`src/rtl/imem_pkg.sv`:
```
// Shared instruction-memory definitions used by the loader, the datapath fetch path and the memory.
package imem_pkg;

  localparam int unsigned IMEM_DEPTH  = 16;
  localparam int unsigned IMEM_ADDR_W = 4;
  localparam int unsigned INSTR_W     = 32;

  typedef enum logic [2:0] {
    StIdle,
    StHeader,
    StData,
    StWrite,
    StCheck,
    StDone,
    StError
  } loader_state_e;

endpackage

```
`src/rtl/imem_word_assembler.sv`:
```
// Big-endian byte-to-word assembler: first byte of a word lands in the top byte.
module imem_word_assembler
  import imem_pkg::*;
#(
  parameter int unsigned DataW = INSTR_W
) (
  input  logic             clk,
  input  logic             reset,
  input  logic             clear_i,
  input  logic             shift_i,
  input  logic [7:0]       byte_i,
  output logic [DataW-1:0] word_o,
  output logic             word_ready_o
);

  localparam int unsigned CntW = $clog2(DataW / 8);

  // Only the leading bytes are stored; the final byte completes the word combinationally.
  logic [DataW-9:0] sr_q;
  logic [CntW-1:0]  cnt_q;

  assign word_o       = {sr_q, byte_i};
  assign word_ready_o = shift_i && (&cnt_q);

  always_ff @(posedge clk or negedge reset) begin
    if (!reset) begin
      sr_q  <= '0;
      cnt_q <= '0;
    end else if (clear_i) begin
      cnt_q <= '0;
    end else if (shift_i) begin
      sr_q  <= {sr_q[DataW-17:0], byte_i};
      cnt_q <= cnt_q + 1'b1;
    end
  end

endmodule

```
`src/rtl/imem_loader.sv`:
```
// Byte-stream program loader writing the instruction memory and holding the CPU until loaded.
// Optional trailing XOR checksum byte enabled by IMEM_LOADER_CHECKSUM_EN.
module imem_loader
  import imem_pkg::*;
#(
  parameter int unsigned Depth = IMEM_DEPTH,
  parameter int unsigned AddrW = IMEM_ADDR_W,
  parameter int unsigned DataW = INSTR_W
) (
  input  logic             clk,
  input  logic             reset,
  input  logic             start_i,
  input  logic             in_valid_i,
  input  logic [7:0]       in_data_i,
  output logic             in_ready_o,
  output logic             wr_en_o,
  output logic [AddrW-1:0] wr_addr_o,
  output logic [DataW-1:0] wr_data_o,
  output logic             cpu_hold_o,
  output logic             done_o,
  output logic             err_o,
  output logic [AddrW:0]   word_count_o
);

  localparam logic [7:0]   DepthByte = 8'(Depth);
  localparam logic [AddrW:0] DepthCnt = (AddrW + 1)'(Depth);

  loader_state_e    state_q;
  logic             in_ready_q, wr_en_q, cpu_hold_q, done_q, err_q;
  logic [AddrW-1:0] wr_addr_q;
  logic [DataW-1:0] wr_data_q;
  logic [AddrW:0]   word_count_q, n_q, cnt_inc;
`ifdef IMEM_LOADER_CHECKSUM_EN
  logic [7:0]       csum_q;
`endif

  logic             accept, shift, clear, word_ready;
  logic [DataW-1:0] word;

  assign accept  = in_valid_i && in_ready_q;
  assign shift   = accept && (state_q == StData);
  assign clear   = start_i && (state_q inside {StIdle, StDone, StError});
  assign cnt_inc = (word_count_q == DepthCnt) ? word_count_q : word_count_q + 1'b1;

  imem_word_assembler #(
    .DataW(DataW)
  ) u_asm (
    .clk         (clk),
    .reset       (reset),
    .clear_i     (clear),
    .shift_i     (shift),
    .byte_i      (in_data_i),
    .word_o      (word),
    .word_ready_o(word_ready)
  );

  always_ff @(posedge clk or negedge reset) begin
    if (!reset) begin
      state_q      <= StIdle;
      in_ready_q   <= 1'b0;
      wr_en_q      <= 1'b0;
      wr_addr_q    <= '0;
      wr_data_q    <= '0;
      cpu_hold_q   <= 1'b1;
      done_q       <= 1'b0;
      err_q        <= 1'b0;
      word_count_q <= '0;
      n_q          <= '0;
`ifdef IMEM_LOADER_CHECKSUM_EN
      csum_q       <= '0;
`endif
    end else begin
      wr_en_q <= 1'b0;
      case (state_q)
        StIdle, StDone, StError: begin
          if (start_i) begin
            state_q      <= StHeader;
            in_ready_q   <= 1'b1;
            cpu_hold_q   <= 1'b1;
            done_q       <= 1'b0;
            err_q        <= 1'b0;
            word_count_q <= '0;
            wr_addr_q    <= '0;
`ifdef IMEM_LOADER_CHECKSUM_EN
            csum_q       <= '0;
`endif
          end
        end
        StHeader: begin
          if (accept) begin
            if (in_data_i == 8'd0 || in_data_i > DepthByte) begin
              state_q    <= StError;
              in_ready_q <= 1'b0;
              err_q      <= 1'b1;
            end else begin
              n_q     <= in_data_i[AddrW:0];
              state_q <= StData;
            end
          end
        end
        StData: begin
`ifdef IMEM_LOADER_CHECKSUM_EN
          if (accept) csum_q <= csum_q ^ in_data_i;
`endif
          if (word_ready) begin
            state_q    <= StWrite;
            in_ready_q <= 1'b0;
            wr_en_q    <= 1'b1;
            wr_data_q  <= word;
          end
        end
        StWrite: begin
          word_count_q <= cnt_inc;
          wr_addr_q    <= wr_addr_q + 1'b1;
          if (cnt_inc == n_q) begin
`ifdef IMEM_LOADER_CHECKSUM_EN
            state_q    <= StCheck;
            in_ready_q <= 1'b1;
`else
            state_q    <= StDone;
            done_q     <= 1'b1;
            cpu_hold_q <= 1'b0;
`endif
          end else begin
            state_q    <= StData;
            in_ready_q <= 1'b1;
          end
        end
`ifdef IMEM_LOADER_CHECKSUM_EN
        StCheck: begin
          if (accept) begin
            in_ready_q <= 1'b0;
            if (in_data_i == csum_q) begin
              state_q    <= StDone;
              done_q     <= 1'b1;
              cpu_hold_q <= 1'b0;
            end else begin
              state_q <= StError;
              err_q   <= 1'b1;
            end
          end
        end
`endif
        default: begin
          state_q    <= StIdle;
          in_ready_q <= 1'b0;
        end
      endcase
    end
  end

  assign in_ready_o   = in_ready_q;
  assign wr_en_o      = wr_en_q;
  assign wr_addr_o    = wr_addr_q;
  assign wr_data_o    = wr_data_q;
  assign cpu_hold_o   = cpu_hold_q;
  assign done_o       = done_q;
  assign err_o        = err_q;
  assign word_count_o = word_count_q;

endmodule

```
`config.mk`:
```
export PLATFORM = sky130hd
export DESIGN_NAME = imem_loader
export DESIGN_NICKNAME = d
export VERILOG_FILES = /design/src/rtl/imem_pkg.sv /design/src/rtl/imem_word_assembler.sv /design/src/rtl/imem_loader.sv
export SDC_FILE = /design/constraint.sdc
export NUM_CORES = 1
export LEC_CHECK = 0
export ABC_AREA = 1
export CORE_MARGIN = 10
export CORE_UTILIZATION = 35
export DETAILED_ROUTE_END_ITERATION = 12
export PLACE_DENSITY = 0.64
export SKIP_LAST_GASP = 1
export SLEW_MARGIN = 0
export SYNTH_ARGS = -nofsm -noshare
export SYNTH_HDL_FRONTEND = slang
export SYNTH_SLANG_ARGS = --single-unit
export TNS_END_PERCENT = 30
```
`constraint.sdc`:
```
create_clock -name clk -period 2.05 [get_ports clk]
set_input_delay 0.41 -clock clk [delete_from_list [all_inputs] [get_ports clk]]
set_output_delay 0.41 -clock clk [all_outputs]
set_load 0.1 [all_outputs]
```
==> results.sh <==
export IMPL_status="completed"
export IMPL_worstHoldPathType="in -> async"
export IMPL_fmax_ghz=0.551
export IMPL_clkPwrFrac=0.184
export IMPL_diodes=0
export IMPL_area_growth_syn_to_layout_pct=25.0
export IMPL_final_area_um2=4230
export IMPL_crit_slowest_cell="dfrtp_4"
export IMPL_fp_dieW_um=118
export IMPL_fin_cells=582
export IMPL_drtAntennaViolNets=0
export IMPL_dr_pass1_iters=4
export IMPL_core_um2=9330
export IMPL_fill_cells=904
export IMPL_period_needed_ns=1.81
export IMPL_drc=0
export IMPL_portBuffers=57
export IMPL_seq_area_um2=2010
export IMPL_total_power_mw=5.50
export IMPL_cts_buffers_inserted=9
export IMPL_synth_area_um2=3380
export IMPL_grt_use_total=0.112
export IMPL_p_leak_nw=2.15
export IMPL_place_congestion=0.861
export IMPL_critPathKind="reg -> reg"
export IMPL_cp_buffers_inverters=1
export IMPL_clock_latency_ns=0.35
export IMPL_ys_top_cells_by_area="dfrtp_1 (58%), nand2_1 (14%), o21ai_0 (7.8%), inv_1 (4.7%), nand3_1 (2.7%)"
export IMPL_vias_per_cell=4.51
export IMPL_start_util=0.363
export IMPL_multi_input_comb_area_um2=1160
export IMPL_tns_ns=0
export IMPL_yosys_cell_count_top_type="nand2_1"
export IMPL_vias=2627
export IMPL_antenna_found_initial=0
export IMPL_grt_pass1_vias=2662
export IMPL_synth_edf_count=0
export IMPL_p_sw_mw=2.46
export IMPL_finalSetupViolations=0
export IMPL_p_int_mw=3.04
export IMPL_skew_ns=0.0130
export IMPL_cts_sinks=80
export IMPL_htree_num_levels=3
export IMPL_cp_max_fo=7
export IMPL_dpl_hpwl_mm=5.69
export IMPL_cp_top_family="simple AND/OR/NAND/NOR gates"
export IMPL_synth_async_reset_ratio=1.00
export IMPL_rows=35
export IMPL_slew_headroom=0.687
export IMPL_pwr_share_seq=0.414
export IMPL_cp_end_kind="flip-flop"
export IMPL_crit_top_cell="nand2_1"
export IMPL_ys_flop_type="dfrtp_1"
export IMPL_netlist_instances=384
export IMPL_p_comb_frac=0.401
export IMPL_crit_path_cell_trace="ha_1 -> nand2_1 -> inv_1 -> nor2_1 -> nand2_1 -> nand2_1 -> nand2_1 -> nor2_2 -> nand3_1 -> nand2_1 -> nand2_1 -> nand2_1 -> nand2_1"
export IMPL_cp_start_kind="flip-flop"
export IMPL_drt_initial_drc_count=147
export IMPL_syn_nets=400
export IMPL_power_share_switching=0.448
export IMPL_dp_cells=566
export IMPL_cap_violations=0
export IMPL_root_buffer="clkbuf_8"
export IMPL_fp_dieH_um=118
export IMPL_tightest_slew_ns=0.469
export IMPL_synth_top_cell_by_area="dfrtp_1"
export IMPL_cts_buffer_depth=2
export IMPL_post_cts_buffers=0
export IMPL_netlist_top_cells_count="nand2_1 (129), dfrtp_1 (79), o21ai_0 (53)"
export IMPL_grt_pass1_wl_mm=13.2
export IMPL_pin_count=58
export IMPL_drt_wl_total_mm=7.64
export IMPL_finalHoldViolCount=0
export IMPL_cp_required_ns=2.28
export IMPL_yosysWarnings=0
export IMPL_synth_top_area_share=0.584
export IMPL_critPathMaxStageDelay_ns=0.52
export IMPL_cts_tree="yes"
export IMPL_grt_max_degree=44
export IMPL_dpl_cell_area_um2=4050
export IMPL_fp_dieArea_um2=14000
export IMPL_max_vdd_ir_drop_v=0.000390
export IMPL_synth_seq_area_share=0.592
export IMPL_final_nets=465
export IMPL_grt_ovfl_total=0
export IMPL_final_layout_size_suffix_gt1_frac=0.194
export IMPL_wire_per_inst_um=13.1
export IMPL_rsz0062_at_grt="no"
export IMPL_synth_ff_latch_count=80
export IMPL_crit_arrival_ns=2.05
export IMPL_synth_area_per_cell_um2=8.81
export IMPL_fin_crit_sh=0.885
export IMPL_clk_pin_slew_ns=0.08
export IMPL_yosysUniqueCellTypes=26
export IMPL_p_per_area_nw_per_um2=1300
export IMPL_final_max_slew_viol_count=0
final timing paths:
check | from | endpoint | slack [ns] | cells past startpoint
max in group asynchronous | reset | cpu_hold_o$_DFFE_PN1P_ | 1.01 | 3
worst min register to register | u_asm.sr_q[20]$_DFFE_PN0P_ | wr_data_o[28]$_DFFE_PN0P_ | 0.48 | 2
worst max-delay path | word_count_o[0]$_DFFE_PN0P_ | done_o$_DFFE_PN0P_ | 0.24 | 13
worst min-delay path | reset | u_asm.sr_q[14]$_DFFE_PN0P_ | 0.47 | 2
worst max register to register | word_count_o[0]$_DFFE_PN0P_ | done_o$_DFFE_PN0P_ | 0.24 | 13
min in group clk | u_asm.sr_q[20]$_DFFE_PN0P_ | wr_data_o[28]$_DFFE_PN0P_ | 0.48 | 2
state kept, by name (all words and copies together) (netlist names):
name,count
wr_data_o,32
u_asm.sr_q,24
n_q,5
word_count_o,5
wr_addr_o,4
state_q,3
u_asm.cnt_q,2
cpu_hold_o,1
done_o,1
err_o,1
in_ready_o,1
wr_en_o,1
metal layers:
| metal | global-route usage | part of all wire | vias up |
|---|---|---|---|
| li1 | - | - | 1345 |
| met1 | 0.153 | 0.51 | 1231 |
| met2 | 0.169 | 0.45 | 45 |
| met3 | 0.0267 | 0.039 | 6 |
| met4 | 0.0417 | 0.0084 | 0 |
| met5 | 0 | 0 | - |
final cells by class:
cell class / instances / area share
tap: 129 / 0.0382
clock inverter: 6 / 0.0107
inverter: 44 / 0.0391
multi-input combinational: 249 / 0.274
timing repair buffer: 65 / 0.134
clock buffer: 9 / 0.0293
sequential: 80 / 0.475
metrics by stage:
step	setup slack [ns]	hold WS, ns	util
floorplan	0.0218	0.114	-
global placement	0.131	0.298	0.434
detailed placement	0.0643	0.304	0.434
CTS	0.181	0.459	0.453
global route	0.0159	0.477	0.453
finish	0.236	0.468	0.453
cell families after synthesis:
logic type | after synthesis | share of synthesized area
fa+ha+maj | 4 | 0.0148
buf+inv | 55 | 0.0666
flops | 80 | 0.592
simple gates | 172 | 0.212
compound gates | 71 | 0.109
xor+xnor | 2 | 0.00518
placed cells by master (no fill, tap or decap):
cell type,count
nand4_1,1
ha_1,4
dlygate4sd3_1,1
o21ai_1,7
o21ai_0,53
buf_4,50
nor2_2,4
xor2_1,2
clkbuf_8,9
dfrtp_2,1
o22ai_1,3
inv_6,1
dfrtp_4,1
o21ai_2,2
nor2_4,2
inv_2,2
nand3_2,1
clkinv_2,1
clkdlybuf4s50_1,10
dfstp_2,1
dfrtp_1,77
nand3b_1,1
a21oi_1,5
clkinv_4,1
inv_1,42
nand2_2,3
a21oi_2,1
nand4_2,1
nand2_1,129
nand3_1,18
nor2_1,12
clkinvlp_4,3
buf_12,4
power by group through the flow:
stage / combinational [mW] / sequential [mW] / clock, mW
floorplan: 0.906 / 2.98 / 0
global placement: 2.18 / 2.29 / 0
detailed placement: 2.21 / 2.31 / 0
CTS: 2.22 / 2.28 / 1.05
global route: 2.45 / 2.34 / 1.11
finish: 2.21 / 2.28 / 1.01
what timing repair did:
item                                    4_1_cts  5_1_grt
hold buffers                                  1        0
hold endpoints to repair                     17        0
resized for setup                             0        2
endpoints found under the setup margin        0        6
Power figures use the tool's default switching activity.
